File: config.mk
export PLATFORM = sky130hd
export DESIGN_NAME = fm_ram_write_ctrl
export DESIGN_NICKNAME = d
export VERILOG_FILES = /design/src/rtl/fm_ram_write_ctrl.sv
export SDC_FILE = /design/constraint.sdc
export NUM_CORES = 1
export LEC_CHECK = 0
export CAP_MARGIN = 20
export CORE_ASPECT_RATIO = 0.75
export CORE_UTILIZATION = 42
export CTS_CLUSTER_DIAMETER = 100
export DETAILED_ROUTE_END_ITERATION = 7
export HOLD_SLACK_MARGIN = 0.02
export PLACE_DENSITY = 0.77
export SYNTH_ARGS = -nofsm -noshare
export SYNTH_HDL_FRONTEND = slang
export SYNTH_SLANG_ARGS = --single-unit
File: constraint.sdc
create_clock -name clk -period 2.21 [get_ports clk]
set_input_delay 0.663 -clock clk [delete_from_list [all_inputs] [get_ports clk]]
set_output_delay 0.663 -clock clk [all_outputs]
set_load 0.005 [all_outputs]
File: src/rtl/fm_ram_write_ctrl.sv
// fm_ram_write_ctrl: write-side initiator for the float16 feature-map RAM.
// Takes PARA_Y-wide beats from the conv datapath and turns each one into a
// single-cycle plain write (first input-channel pass) or a two-cycle add-write
// followed by a one-cycle gap (accumulate passes). An optional zero-fill strobe
// clears an address range before the first beat of a pass.
module fm_ram_write_ctrl #(
  parameter int DATA_WIDTH       = 16,
  parameter int PARA_Y           = 3,
  parameter int WRITE_ADDR_WIDTH = 12,
  parameter int CNT_WIDTH        = 12
) (
  input  logic                         clk,
  input  logic                         rst_n,
  input  logic                         start,
  input  logic                         add_mode,
  input  logic                         zero_en,
  input  logic [WRITE_ADDR_WIDTH-1:0]  zero_start_in,
  input  logic [WRITE_ADDR_WIDTH-1:0]  zero_end_in,
  input  logic [WRITE_ADDR_WIDTH-1:0]  base_addr,
  input  logic [CNT_WIDTH-1:0]         beat_count,
  input  logic                         in_valid,
  input  logic [PARA_Y*DATA_WIDTH-1:0] in_data,
  output logic                         in_ready,
  output logic                         ena_zero_w,
  output logic [WRITE_ADDR_WIDTH-1:0]  zero_start_addr,
  output logic [WRITE_ADDR_WIDTH-1:0]  zero_end_addr,
  output logic                         ena_w,
  output logic                         ena_add_write,
  output logic [WRITE_ADDR_WIDTH-1:0]  addr_write,
  output logic [PARA_Y*DATA_WIDTH-1:0] din,
  input  logic                         write_ready,
  output logic                         busy,
  output logic                         done,
  output logic                         err_handshake
);

  typedef enum logic [2:0] {
    S_IDLE,
    S_ZERO,
    S_ACCEPT,
    S_PLAIN,
    S_ADD1,
    S_ADD2,
    S_GAP,
    S_DONE
  } state_e;

  state_e state_q, state_d;

  // Pass configuration captured on an accepted start
  logic                         add_mode_q,   add_mode_d;
  logic [WRITE_ADDR_WIDTH-1:0]  zero_start_q, zero_start_d;
  logic [WRITE_ADDR_WIDTH-1:0]  zero_end_q,   zero_end_d;
  logic [WRITE_ADDR_WIDTH-1:0]  base_q,       base_d;
  logic [CNT_WIDTH-1:0]         count_q,      count_d;

  // Per-beat progress and the write word presented to the RAM
  logic [CNT_WIDTH-1:0]         beat_idx_q,   beat_idx_d;
  logic [WRITE_ADDR_WIDTH-1:0]  addr_q,       addr_d;
  logic [PARA_Y*DATA_WIDTH-1:0] din_q,        din_d;
  logic                         err_q,        err_d;

  logic                         last_beat;

  // The beat currently being written is the final one of the pass
  assign last_beat = (beat_idx_q == (count_q - CNT_WIDTH'(1)));

  // State register
  always_ff @(posedge clk or negedge rst_n) begin
    if (!rst_n) begin
      state_q <= S_IDLE;
    end else begin
      state_q <= state_d;
    end
  end

  // Next-state logic: zero-fill first if requested, then one beat at a time
  always_comb begin
    state_d = state_q;
    case (state_q)
      S_IDLE: begin
        if (start) begin
          if (zero_en) begin
            state_d = S_ZERO;
          end else if (beat_count == '0) begin
            state_d = S_DONE;
          end else begin
            state_d = S_ACCEPT;
          end
        end
      end
      S_ZERO: begin
        state_d = (count_q == '0) ? S_DONE : S_ACCEPT;
      end
      S_ACCEPT: begin
        if (in_valid) begin
          state_d = add_mode_q ? S_ADD1 : S_PLAIN;
        end
      end
      S_PLAIN: begin
        state_d = last_beat ? S_DONE : S_ACCEPT;
      end
      S_ADD1: begin
        state_d = S_ADD2;
      end
      S_ADD2: begin
        state_d = S_GAP;
      end
      S_GAP: begin
        state_d = last_beat ? S_DONE : S_ACCEPT;
      end
      S_DONE: begin
        state_d = S_IDLE;
      end
      default: begin
        state_d = S_IDLE;
      end
    endcase
  end

  // Datapath registers: configuration, beat index, write word, sticky error
  always_ff @(posedge clk or negedge rst_n) begin
    if (!rst_n) begin
      add_mode_q   <= 1'b0;
      zero_start_q <= '0;
      zero_end_q   <= '0;
      base_q       <= '0;
      count_q      <= '0;
      beat_idx_q   <= '0;
      addr_q       <= '0;
      din_q        <= '0;
      err_q        <= 1'b0;
    end else begin
      add_mode_q   <= add_mode_d;
      zero_start_q <= zero_start_d;
      zero_end_q   <= zero_end_d;
      base_q       <= base_d;
      count_q      <= count_d;
      beat_idx_q   <= beat_idx_d;
      addr_q       <= addr_d;
      din_q        <= din_d;
      err_q        <= err_d;
    end
  end

  // Datapath next values; a start while busy never reaches the latch path
  always_comb begin
    add_mode_d   = add_mode_q;
    zero_start_d = zero_start_q;
    zero_end_d   = zero_end_q;
    base_d       = base_q;
    count_d      = count_q;
    beat_idx_d   = beat_idx_q;
    addr_d       = addr_q;
    din_d        = din_q;
    err_d        = err_q;
    case (state_q)
      S_IDLE: begin
        if (start) begin
          add_mode_d   = add_mode;
          zero_start_d = zero_start_in;
          zero_end_d   = zero_end_in;
          base_d       = base_addr;
          count_d      = beat_count;
          beat_idx_d   = '0;
          err_d        = 1'b0;
        end
      end
      S_ACCEPT: begin
        if (in_valid) begin
          din_d  = in_data;
          addr_d = base_q + WRITE_ADDR_WIDTH'(beat_idx_q);
        end
      end
      S_PLAIN: begin
        beat_idx_d = beat_idx_q + CNT_WIDTH'(1);
      end
      S_GAP: begin
        beat_idx_d = beat_idx_q + CNT_WIDTH'(1);
        if (!write_ready) begin
          err_d = 1'b1;
        end
      end
      default: begin
      end
    endcase
  end

  // Output decode: strobes are a pure function of state, so they drop with reset
  always_comb begin
    in_ready      = 1'b0;
    ena_zero_w    = 1'b0;
    ena_w         = 1'b0;
    ena_add_write = 1'b0;
    done          = 1'b0;
    busy          = (state_q != S_IDLE);
    case (state_q)
      S_ZERO: begin
        ena_zero_w = 1'b1;
      end
      S_ACCEPT: begin
        in_ready = 1'b1;
      end
      S_PLAIN: begin
        ena_w = 1'b1;
      end
      S_ADD1, S_ADD2: begin
        ena_w         = 1'b1;
        ena_add_write = 1'b1;
      end
      S_DONE: begin
        done = 1'b1;
      end
      default: begin
      end
    endcase
  end

  assign zero_start_addr = zero_start_q;
  assign zero_end_addr   = zero_end_q;
  assign addr_write      = addr_q;
  assign din             = din_q;
  assign err_handshake   = err_q;

endmodule

==> results.tsv <==
stage	metric	value	unit
setup_path	crit path capture type	register	
drt	DRT Pass-1 Iters	4	
synthesis	prevailing post-synth register cell	dfrtp_1	
cts	clock sink count	125	
drt	Final ANT Viol Nets	0	
sta	max_slew headroom	63.0	%
sta	clk_skew	8.03	ps
floorplan	DIE AREA	14400	um^2
power	Power per Cell Area	1420	nW/um^2
power	Internal	8.84	mW
cts	clock buffer depth	2	
run_status	outcome	complete, no violations	
setup_path	cell family with most CP delay	compound AO/OA/AOI/OAI gates	
global_route	pin count of the biggest net entering global routing	47	
sta	setup ws final	21.5	ps
setup_path	crit path buf inv count	1	
sta	Final Hold Fails	0	
setup_path	critical path type	register to register	
setup_path	Worst EP arrival	2520	ps
synthesis	Yosys top cell by area	dfrtp_1	
final_layout	layout cells sized above 1	27.7	%
setup_path	largest fanout on the critical path	4	
synthesis	Synth Instances	478	
global_route	GRT Total Usage	22.0	%
floorplan	core area	13200	um^2
drt	vias per cell	5.19	
synthesis	top post-synthesis cells by area	dfrtp_1, mux2_2, xnor2_1	
sta	maximum clock rate	0.457	GHz
power	Leak	3.79	nW
cts	CTS Buf Count	17	
synthesis	Synth Warn #	0	
synthesis	FF+latch count, synth	125	
synthesis	Post-Syn Nets	595	
setup_path	Slowest-stage cell, CP	or4_4	
cts	CTS tree	built	
drt	DRC Markers	0	
place	quantity of I/O buffers inserted on ports	193	
sta	fin. max-slew vios	0	
synthesis	Synth Area per Inst	12.2	um^2
power	Comb pwr share	44.1	%
global_route	remaining global-route overflow	0	
floorplan	initial core utilization	44.0	%
cts	Root Driver	clkbuf_16	
synthesis	sequential fraction of the synthesis area	53.7	%
sta	period utilization	99.0	%
global_route	vias in the first global route	4871	
place	dpl ws	-159	ps
setup_path	slowest stage delay, CP	560	ps
floorplan	Cell Rows	36	
global_route	first-pass GRT wire length	24100	um
sta	final setup violating endpoints	0	
power	Reg power frac	32.1	%
flow_run	MaxCap Viol Count	0	
final_layout	Total Nets Final	827	
sta	Worst-Margin Slew	550	ps
global_route	initial antenna violation count	1	
drt	Routed WL per cell	16.9	um
cts	Clk Latency, worst-skew pair	420	ps
setup_path	critical path required time	2540	ps
drt	initial DRC count	160	
floorplan	Die Width	138	um
synthesis	number of flops mapped to enable cells by yosys	0	
power	sw frac	31.1	%
synthesis	Cell Area, Synth	5830	um^2
power	Clk pwr share	23.8	%
floorplan	I/O Pins	194	
synthesis	fraction of registers with async set/reset	100	%
synthesis	most common cell in the netlist	dfrtp_1	
floorplan	height of the chip	104	um
setup_path	Critical Path, Cell by Cell	buf_6 > xnor2_4 > xnor2_2 > or4_4 > a2111oi_4 > a31oi_4 > a211oi_2	
power	VDD IR max	798	uV
sta	Setup TNS	0	ps
cts	Post-CTS Hold Fix Bufs	0	
drt	routed wire length	15200	um
place	Placer Congestion	0.843	
synthesis	Post-synth top cells	dfrtp_1, mux2_2, nand2_1	
sta	Final Critical Period	2190	ps
drt	Vias	4644	
sta	worst hold slack	193	ps
hold_path	HP Class	primary input to asynchronous set/reset pin	
place	DPL Wire Length	10600	um
synthesis	Cell variety after synth	48	
setup_path	startpoint type of the worst setup path	register	
synthesis	post-synth top area share	53.7	%
power	Sw Pwr	3.99	mW
cts	H-tree depth	4	
cts	clock-pin slew on the worst setup and hold paths	60	ps
final_layout	area grow syn2layout	55.5	%
sta	RSZ-0062 raised after global routing	true	
==> timing repair <==
item | CTS | global route
setup endpoints to repair | 8 | 8
resized for setup | 23 | 25
setup buffers | 6 | 4
pin swaps | 2 | 8
==> worst reg2reg max path, stage by stage (launching register included) <==
cell and delay (ps):
dfrtp_1 420, buf_6 150, xnor2_4 120, xnor2_2 140, or4_4 560, a2111oi_4 340, a31oi_4 150, a211oi_2 230
==> layout make-up <==
type / instances / area [um^2]
fill: 917 / 4180
sequential: 125 / 3130
multi-input combinational: 320 / 2720
timing repair buffer: 232 / 2290
clock buffer: 18 / 439
tap: 171 / 214
clock inverter: 14 / 210
inverter: 14 / 52.6
antenna: 1 / 2.50
==> through the flow <==
step	cells	instance area (um^2)	util [%]	power, mW
after floorplan	478	5830	-	6.61
after global placement	852	8180	61.8	9.19
after detailed placement	852	8180	61.8	9.38
after CTS	890	8930	67.4	12.6
after global routing	894	9060	68.4	13.6
final	895	9060	68.4	12.8
==> path summary, 6_finish.rpt <==
path                               start       endpoint  slack, ps  depth (start not counted)
min                                rst_n        din[22]        190                          1
max in group asynchronous          rst_n     state_q[1]       1400                          2
max reg2reg                   count_q[2]     state_q[0]         20                          7
min in group clk           addr_write[6]  addr_write[6]        480                          2
min reg2reg                addr_write[6]  addr_write[6]        480                          2
max                           count_q[2]     state_q[0]         20                          7
==> cells by family (layout without fill, tap and decap cells) <==
| group | Yosys count | in the layout | synth area share, % |
|---|---|---|---|
| other | 0 | 1 | 0 |
| muxes | 97 | 97 | 18.7 |
| DFF | 125 | 125 | 53.7 |
| AOI/OAI and AO/OA | 67 | 67 | 7.60 |
| buffers and inverters | 33 | 278 | 2.23 |
| adders and majority gates | 14 | 14 | 3.14 |
| and+or+nand+nor | 114 | 114 | 10.4 |
| xor gates and xnor gates | 28 | 28 | 4.21 |
==> sequential cells by signal (all words and copies together) (netlist names) <==
| signal | count |
|---|---|
| beat_idx_q | 12 |
| zero_start_addr | 12 |
| base_q | 12 |
| count_q | 12 |
| err_handshake | 1 |
| addr_write | 12 |
| zero_end_addr | 12 |
| din | 48 |
| add_mode_q | 1 |
| state_q | 3 |
==> power groups by stage <==
stage	sequential [mW]	combinational, mW	clock (mW)
2_1_floorplan	4.09	2.52	0
3_3_place_gp	4.09	5.10	0
3_5_place_dp	4.14	5.24	0
4_1_cts	4.11	5.45	3.10
5_1_grt	4.27	6.16	3.19
6_report	4.12	5.66	3.05
==> cell usage in the layout, fill, tap and decap left out, types with 3 or more instances in the layout <==
master,netlist,final
o211ai_1,4,4
a21oi_1,11,11
o21ai_0,23,23
dfrtp_2,0,3
mux2_2,95,95
buf_12,0,6
xnor2_1,19,17
inv_1,14,11
dfrtp_1,125,122
nand3_1,8,6
clkdlybuf4s50_1,0,186
xor2_1,9,8
bufinv_16,0,4
ha_1,13,11
o21a_1,5,5
nor3b_1,7,5
or3_1,6,5
o31ai_1,5,5
nor4_1,6,6
nor2b_1,4,3
nand3b_1,4,4
nor3_1,16,15
buf_4,0,32
clkbuf_16,0,17
inv_2,0,3
and3_1,3,3
nand2_1,27,26
nand2b_1,7,7
clkinv_4,0,7
nor2_1,17,17
buf_6,0,3
==> routing by layer <==
layer | wire, um | vias up | global-route usage [%] | share of wire (%)
met5 | 0 | - | 0 | 0
met4 | 268 | 0 | 9.32 | 1.8
met3 | 1320 | 24 | 8.67 | 8.7
met2 | 7300 | 164 | 35.2 | 48
met1 | 6270 | 2268 | 26.1 | 41
li1 | - | 2188 | - | -
Power figures use the tool's default switching activity.
